$ cat config.mk
export PLATFORM = sky130hd
export DESIGN_NAME = fifo_mmio_bridge
export DESIGN_NICKNAME = d
export VERILOG_FILES = /design/src/rtl/fifo_mmio_bridge.sv
export SDC_FILE = /design/constraint.sdc
export NUM_CORES = 2
export LEC_CHECK = 0
export BUFFER_PORTS_ARGS = -buffer_cell sky130_fd_sc_hd__buf_2
export CELL_PAD_IN_SITES_DETAIL_PLACEMENT = 0
export CELL_PAD_IN_SITES_GLOBAL_PLACEMENT = 1
export CORE_MARGIN = 1.5
export CORE_UTILIZATION = 45
export CTS_CLUSTER_SIZE = 14
export DETAILED_ROUTE_END_ITERATION = 8
export PLACE_DENSITY = 0.69
export RECOVER_POWER = 100
export SLEW_MARGIN = 40
export SYNTH_ARGS = -nofsm -noshare
export SYNTH_HDL_FRONTEND = slang
export SYNTH_SLANG_ARGS = --single-unit
export TNS_END_PERCENT = 30
$ cat constraint.sdc
create_clock -name clk_main_a0 -period 6.25 [get_ports clk_main_a0]
set_input_delay 1.25 -clock clk_main_a0 [delete_from_list [all_inputs] [get_ports clk_main_a0]]
set_output_delay 1.25 -clock clk_main_a0 [all_outputs]
set_load 0.005 [all_outputs]
$ cat src/rtl/fifo_mmio_bridge.sv
// fifo_mmio_bridge: multi-channel MMIO bridge with a TX (host->user) and RX (user->host) FWFT FIFO per channel.
// Optional per-channel TX->RX loopback is compiled in when FIFO_BRIDGE_LOOPBACK_EN is defined.
module fifo_mmio_bridge #(
    parameter int          DATA_W     = 32,
    parameter int          NUM_CH     = 2,
    parameter int          FIFO_DEPTH = 16,
    parameter logic [31:0] BASE_ADDR  = 32'h0000_0600
) (
    input  logic                     clk_main_a0,
    input  logic                     rst_main_n_sync,
    input  logic                     wready,
    input  logic [31:0]              wr_addr,
    input  logic [DATA_W-1:0]        wdata,
    input  logic                     arvalid_q,
    input  logic [31:0]              araddr_q,
    output logic                     arready,
    output logic                     rvalid,
    input  logic                     rready,
    output logic [DATA_W-1:0]        rdata,
    output logic [1:0]               rresp,
    output logic [NUM_CH-1:0]        u_out_valid,
    input  logic [NUM_CH-1:0]        u_out_ready,
    output logic [NUM_CH*DATA_W-1:0] u_out_data,
    input  logic [NUM_CH-1:0]        u_in_valid,
    output logic [NUM_CH-1:0]        u_in_ready,
    input  logic [NUM_CH*DATA_W-1:0] u_in_data
);
    localparam int AW = $clog2(FIFO_DEPTH);
    localparam int CW = AW + 1;

    typedef enum logic {S_IDLE, S_RESP} state_e;

    state_e            state_q, state_d;
    logic [DATA_W-1:0] rdata_q, rdata_d;
    logic [1:0]        rresp_q, rresp_d;

    logic [NUM_CH-1:0] rd_hit;
    logic [NUM_CH-1:0] rx_empty;
    logic [NUM_CH-1:0] host_pop;
    logic [DATA_W-1:0] rx_head [NUM_CH];
    logic [31:0]       status  [NUM_CH];
    logic [31:0]       ctrl_rd [NUM_CH];
    logic [15:0]       ovf_rd  [NUM_CH];

    for (genvar c = 0; c < NUM_CH; c++) begin : g_ch
        localparam logic [31:0] CH_BASE = BASE_ADDR + 32'(16 * c);

        logic [DATA_W-1:0] tx_mem_q [FIFO_DEPTH];
        logic [DATA_W-1:0] rx_mem_q [FIFO_DEPTH];
        logic [AW-1:0]     tx_wp_q, tx_rp_q, rx_wp_q, rx_rp_q;
        logic [CW-1:0]     tx_cnt_q, rx_cnt_q;
        logic [15:0]       ovf_q;
        logic              tx_full, tx_empty, rx_full, wr_hit;
        logic              tx_push, tx_pop, rx_push, rx_pop;
        logic [DATA_W-1:0] rx_wdata;

        assign tx_full     = (tx_cnt_q == CW'(FIFO_DEPTH));
        assign tx_empty    = (tx_cnt_q == '0);
        assign rx_full     = (rx_cnt_q == CW'(FIFO_DEPTH));
        assign rx_empty[c] = (rx_cnt_q == '0);

        assign wr_hit    = wready && (wr_addr[31:4] == CH_BASE[31:4]) && (wr_addr[1:0] == 2'b00);
        assign rd_hit[c] = (araddr_q[31:4] == CH_BASE[31:4]) && (araddr_q[1:0] == 2'b00);

        // Fullness is the registered count, so a same-cycle user pop never rescues a write.
        assign tx_push = wr_hit && (wr_addr[3:2] == 2'd0) && !tx_full;
        assign rx_pop  = host_pop[c];

`ifdef FIFO_BRIDGE_LOOPBACK_EN
        logic lb_q;

        always_ff @(posedge clk_main_a0 or negedge rst_main_n_sync) begin
            if (!rst_main_n_sync) begin
                lb_q <= 1'b0;
            end else if (wr_hit && (wr_addr[3:2] == 2'd2)) begin
                lb_q <= wdata[0];
            end
        end

        assign ctrl_rd[c]     = {31'd0, lb_q};
        assign tx_pop         = lb_q ? (!tx_empty && !rx_full) : (u_out_ready[c] && !tx_empty);
        assign rx_push        = lb_q ? (!tx_empty && !rx_full) : (u_in_valid[c] && !rx_full);
        assign rx_wdata       = lb_q ? tx_mem_q[tx_rp_q] : u_in_data[c*DATA_W +: DATA_W];
        assign u_out_valid[c] = !lb_q && !tx_empty;
        assign u_in_ready[c]  = !lb_q && !rx_full;
`else
        assign ctrl_rd[c]     = '0;
        assign tx_pop         = u_out_ready[c] && !tx_empty;
        assign rx_push        = u_in_valid[c] && !rx_full;
        assign rx_wdata       = u_in_data[c*DATA_W +: DATA_W];
        assign u_out_valid[c] = !tx_empty;
        assign u_in_ready[c]  = !rx_full;
`endif

        always_ff @(posedge clk_main_a0 or negedge rst_main_n_sync) begin
            if (!rst_main_n_sync) begin
                tx_wp_q  <= '0;
                tx_rp_q  <= '0;
                rx_wp_q  <= '0;
                rx_rp_q  <= '0;
                tx_cnt_q <= '0;
                rx_cnt_q <= '0;
                ovf_q    <= '0;
            end else begin
                if (tx_push) tx_wp_q <= tx_wp_q + 1'b1;
                if (tx_pop)  tx_rp_q <= tx_rp_q + 1'b1;
                if (rx_push) rx_wp_q <= rx_wp_q + 1'b1;
                if (rx_pop)  rx_rp_q <= rx_rp_q + 1'b1;
                tx_cnt_q <= tx_cnt_q + CW'(tx_push) - CW'(tx_pop);
                rx_cnt_q <= rx_cnt_q + CW'(rx_push) - CW'(rx_pop);
                if (wr_hit && (wr_addr[3:2] == 2'd3)) begin
                    ovf_q <= '0;
                end else if (wr_hit && (wr_addr[3:2] == 2'd0) && tx_full && (ovf_q != 16'hFFFF)) begin
                    ovf_q <= ovf_q + 1'b1;
                end
            end
        end

        always_ff @(posedge clk_main_a0) begin
            if (tx_push) tx_mem_q[tx_wp_q] <= wdata;
            if (rx_push) rx_mem_q[rx_wp_q] <= rx_wdata;
        end

        assign u_out_data[c*DATA_W +: DATA_W] = tx_mem_q[tx_rp_q];
        assign rx_head[c] = rx_mem_q[rx_rp_q];
        assign ovf_rd[c]  = ovf_q;
        assign status[c]  = {(ovf_q != 16'd0), 7'd0, 8'(rx_cnt_q), 8'(tx_cnt_q),
                             4'd0, rx_empty[c], rx_full, tx_empty, tx_full};
    end

    // Read path: decode and capture on acceptance, hold the response until rready.
    always_comb begin
        state_d  = state_q;
        rdata_d  = rdata_q;
        rresp_d  = rresp_q;
        host_pop = '0;
        case (state_q)
            S_IDLE: begin
                if (arvalid_q) begin
                    state_d = S_RESP;
                    rdata_d = 32'hAAAA_AAAA;
                    rresp_d = 2'b10;
                    for (int ch = 0; ch < NUM_CH; ch++) begin
                        if (rd_hit[ch]) begin
                            rresp_d = 2'b00;
                            case (araddr_q[3:2])
                                2'd0: begin
                                    if (rx_empty[ch]) begin
                                        rdata_d = 32'hDEAD_0000 | 32'(ch);
                                        rresp_d = 2'b10;
                                    end else begin
                                        rdata_d      = rx_head[ch];
                                        host_pop[ch] = 1'b1;
                                    end
                                end
                                2'd1:    rdata_d = status[ch];
                                2'd2:    rdata_d = ctrl_rd[ch];
                                default: rdata_d = {16'd0, ovf_rd[ch]};
                            endcase
                        end
                    end
                end
            end
            S_RESP: begin
                if (rready) state_d = S_IDLE;
            end
            default: state_d = S_IDLE;
        endcase
    end

    always_ff @(posedge clk_main_a0 or negedge rst_main_n_sync) begin
        if (!rst_main_n_sync) begin
            state_q <= S_IDLE;
            rdata_q <= '0;
            rresp_q <= '0;
        end else begin
            state_q <= state_d;
            rdata_q <= rdata_d;
            rresp_q <= rresp_d;
        end
    end

    assign arready = (state_q == S_IDLE);
    assign rvalid  = (state_q == S_RESP);
    assign rdata   = rdata_q;
    assign rresp   = rresp_q;

endmodule

==> impl_metrics.toml <==
[run_status]
status = "finished, violations left"
violations = "capacitance limit, slew limit"

[yosys]
syn_avg_cell_area_um2 = 21.8
async_flop_share_pct = 5.45
ys.flop_type = "edfxtp_1"
synth_warnings = 0
synth_cell_types = 75
synthCells = 3873
netlist_area_um2 = 84600
synth-seq-cells = 2166
synth_nets = 4094
synth-edff-count = 2048
ys_seq_area_share_pct = 76.2

[timing]
hold_viol = 0
maxSlewHeadroom_pct = -103
fin_tns_setup_ns = 0
worst_slew_pin_slew_ns = 3.05
worst_slack_ns = 0.895
timing.final.crit_share_pct = 85.7
timing.fmax_mhz = 187
grt_setup_unrepaired = "false"
fin_skew_ns = 0.0304
finalMaxSlewViolations = 2111
setup_viol = 0
fin_crit_ns = 5.35

[place]
dp_cells = 6524
port_buffers = 271
place_area_um2 = 89700
dp_hpwl_um = 119000
pre_cts_slack_ns = 1.61
globalplace.congestion = 0.814

[die]
initial_core_util_pct = 45.5
io_pins = 273
core_um2 = 186000
die_h_um = 437
row_count = 158
dieWidth_um = 437
dieArea_um2 = 191000

[worst_setup_path]
reg2reg_depth = 8
crit_start = "g_ch[0].rx_cnt_q[2]"
end_kind = "flop"
cp.required_ns = 6.67
r2r_end = "g_ch[0].rx_mem_q[8][5]"
worst_setup_path_start_kind = "flop"
rr_startpoint = "g_ch[0].rx_cnt_q[2]"
critical_path_arrival_ns = 5.78
critical_path_class = "flop to flop"
r2r_setup_slack_ns = 0.90
worst-path-max-fanout = 20

[global_route]
gr-total-overflow = 0
grt_antenna_before_repair = 27
grt_max_degree = 77
grt_pass1_wl_um = 289000
grt_usage_pct = 20.8
grt_pass1_vias = 41500

[cells_and_area]
fin_cells = 6915
area_growth_pct = 12.8
fill_cells = 14700
multiInputGateArea_um2 = 19000
finalInstanceArea_um2 = 95400
regArea_um2 = 64500
mostFrequentLayoutCells = "2,048 x edfxtp_1, 579 x mux4_2, 262 x clkbuf_1, 217 x clkbuf_16, 124 x buf_2"
drive_gt1_share_pct = 24.3
final_common_cell = "edfxtp_1"
nets = 4480

[clocking]
post_cts_buffers = 0
htree_levels = 4
root_buffer = "clkbuf_16"
clk_path_buf_depth = 3
hold_buffers = 0
cts_resized = 0
clk_latency_ns = 0.83
tritoncts = "built"
clock_sinks = 2166
cts_buffers = 212
path_clk_slew_ns = 0.06

[power_and_ir_drop]
max-vdd-ir-drop_mv = 0.278
power.density_nw_per_um2 = 378
power_w = 0.0361
leakagePower_nw = 29.7

[min_path]
holdPathStages = 2
worstHoldStart = "rdata[22]"
hold_path.class = "flop to flop"
hold_path_end = "rdata[22]"

[route]
drc_errors = 0
wl_per_cell_um = 28.6
ant_nets = 0
drtPass1Iterations = 5
viasPerCell = 5.79
wl_um = 198000
vias = 40000
drt_iter0_markers = 3662

[job]
cap_violations = 78
==> power breakdown <==
group / leakage (nW) / total [W] / switching, W / internal [W]
sequential: 19.9 / 0.0174 / 0.000651 / 0.0168
combinational: 6.52 / 0.00614 / 0.00321 / 0.00293
clock: 3.33 / 0.0126 / 0.00532 / 0.00725
==> cell type report <==
type / count / area share [%]
Sequential cell: 2166 / 67.6
Multi-Input combinational cell: 1454 / 19.9
Clock buffer: 264 / 5.88
Tap cell: 2480 / 3.25
Timing Repair Buffer: 373 / 1.91
Clock inverter: 120 / 1.26
Inverter: 52 / 0.204
Antenna cell: 6 / 0.0157
==> sequential cells by signal, indices dropped and copies added, names as in the netlist <==
signal         flops
g_ch.ovf_q        32
rdata             32
rvalid             1
g_ch.tx_rp_q       8
g_ch.rx_mem_q   1024
g_ch.rx_wp_q       8
g_ch.tx_cnt_q     10
rresp              1
g_ch.tx_mem_q   1024
g_ch.rx_cnt_q     10
g_ch.tx_wp_q       8
g_ch.rx_rp_q       8
==> stage by stage <==
stage          hold slack, ns  util, %
2_1_floorplan           0.463        -
3_3_place_gp            0.455     47.9
3_5_place_dp            0.466     48.2
4_1_cts                 0.325     51.9
5_1_grt                 0.542     51.3
6_report                0.489     51.3
==> cells in the mapped netlist (15+ instances only) <==
library cell  number  area, um2
a211oi_1          18        135
nand4_1           33        206
mux4_2           579      13000
o22ai_1           15       93.8
edfxtp_1        2048      61500
buf_2             54        270
o21ai_0           37        185
dfrtp_1          118       2950
xnor2_1           31        272
buf_4             20        150
and3_1            22        138
a22oi_1           30        225
nor2b_1           24        150
a21oi_1           54        270
nor4_1            19        119
nand3_1           39        195
mux2i_1           65        651
clkbuf_1         101        379
xor2_1            26        228
nand2_1           86        323
and2_1            26        163
nor2_1           114        428
inv_1             50        188
nor3_1            33        165
nand2b_1          15       93.8
buf_1             22       82.6
ha_1              48        601
==> how the worst max path moves through the flow <==
stage                               to  slack, ns
2_1_floorplan   g_ch[0].tx_mem_q[0][0]       0.34
3_3_place_gp   g_ch[1].tx_mem_q[4][14]       1.54
3_5_place_dp       g_ch[1].tx_cnt_q[4]       1.61
4_1_cts                 u_out_data[28]       1.23
5_1_grt         g_ch[0].rx_mem_q[8][5]       0.63
6_report        g_ch[0].rx_mem_q[8][5]       0.90
==> critical path, stage by stage, from the launching register on <==
cell and delay, ns:
dfrtp_1 0.37, inv_1 0.09, ha_1 0.23, nand4_1 0.32, and2_0 0.49, inv_1 0.29, nor3b_1 0.41, and2_0 1.71
clkbuf_1 1.03
==> metal layers <==
metal	global-route usage (%)	up-vias	routed length, um
met2	35.5	1149	102000
met4	5.42	24	4570
met5	0	-	172
li1	-	17000	-
met3	3.71	295	11000
met1	27.7	21500	80300
==> logic make-up after synthesis <==
logic type      Yosys count  share of synthesized area, %
xor+xnor                 57                         0.590
flops                  2166                          76.2
simple gates            470                          3.05
compound gates          222                          1.75
mux                     652                          16.3
other cells               1                       0.00443
fa+ha+maj                52                         0.805
buf+inv                 253                          1.31
(Power assumes the default switching activity.)
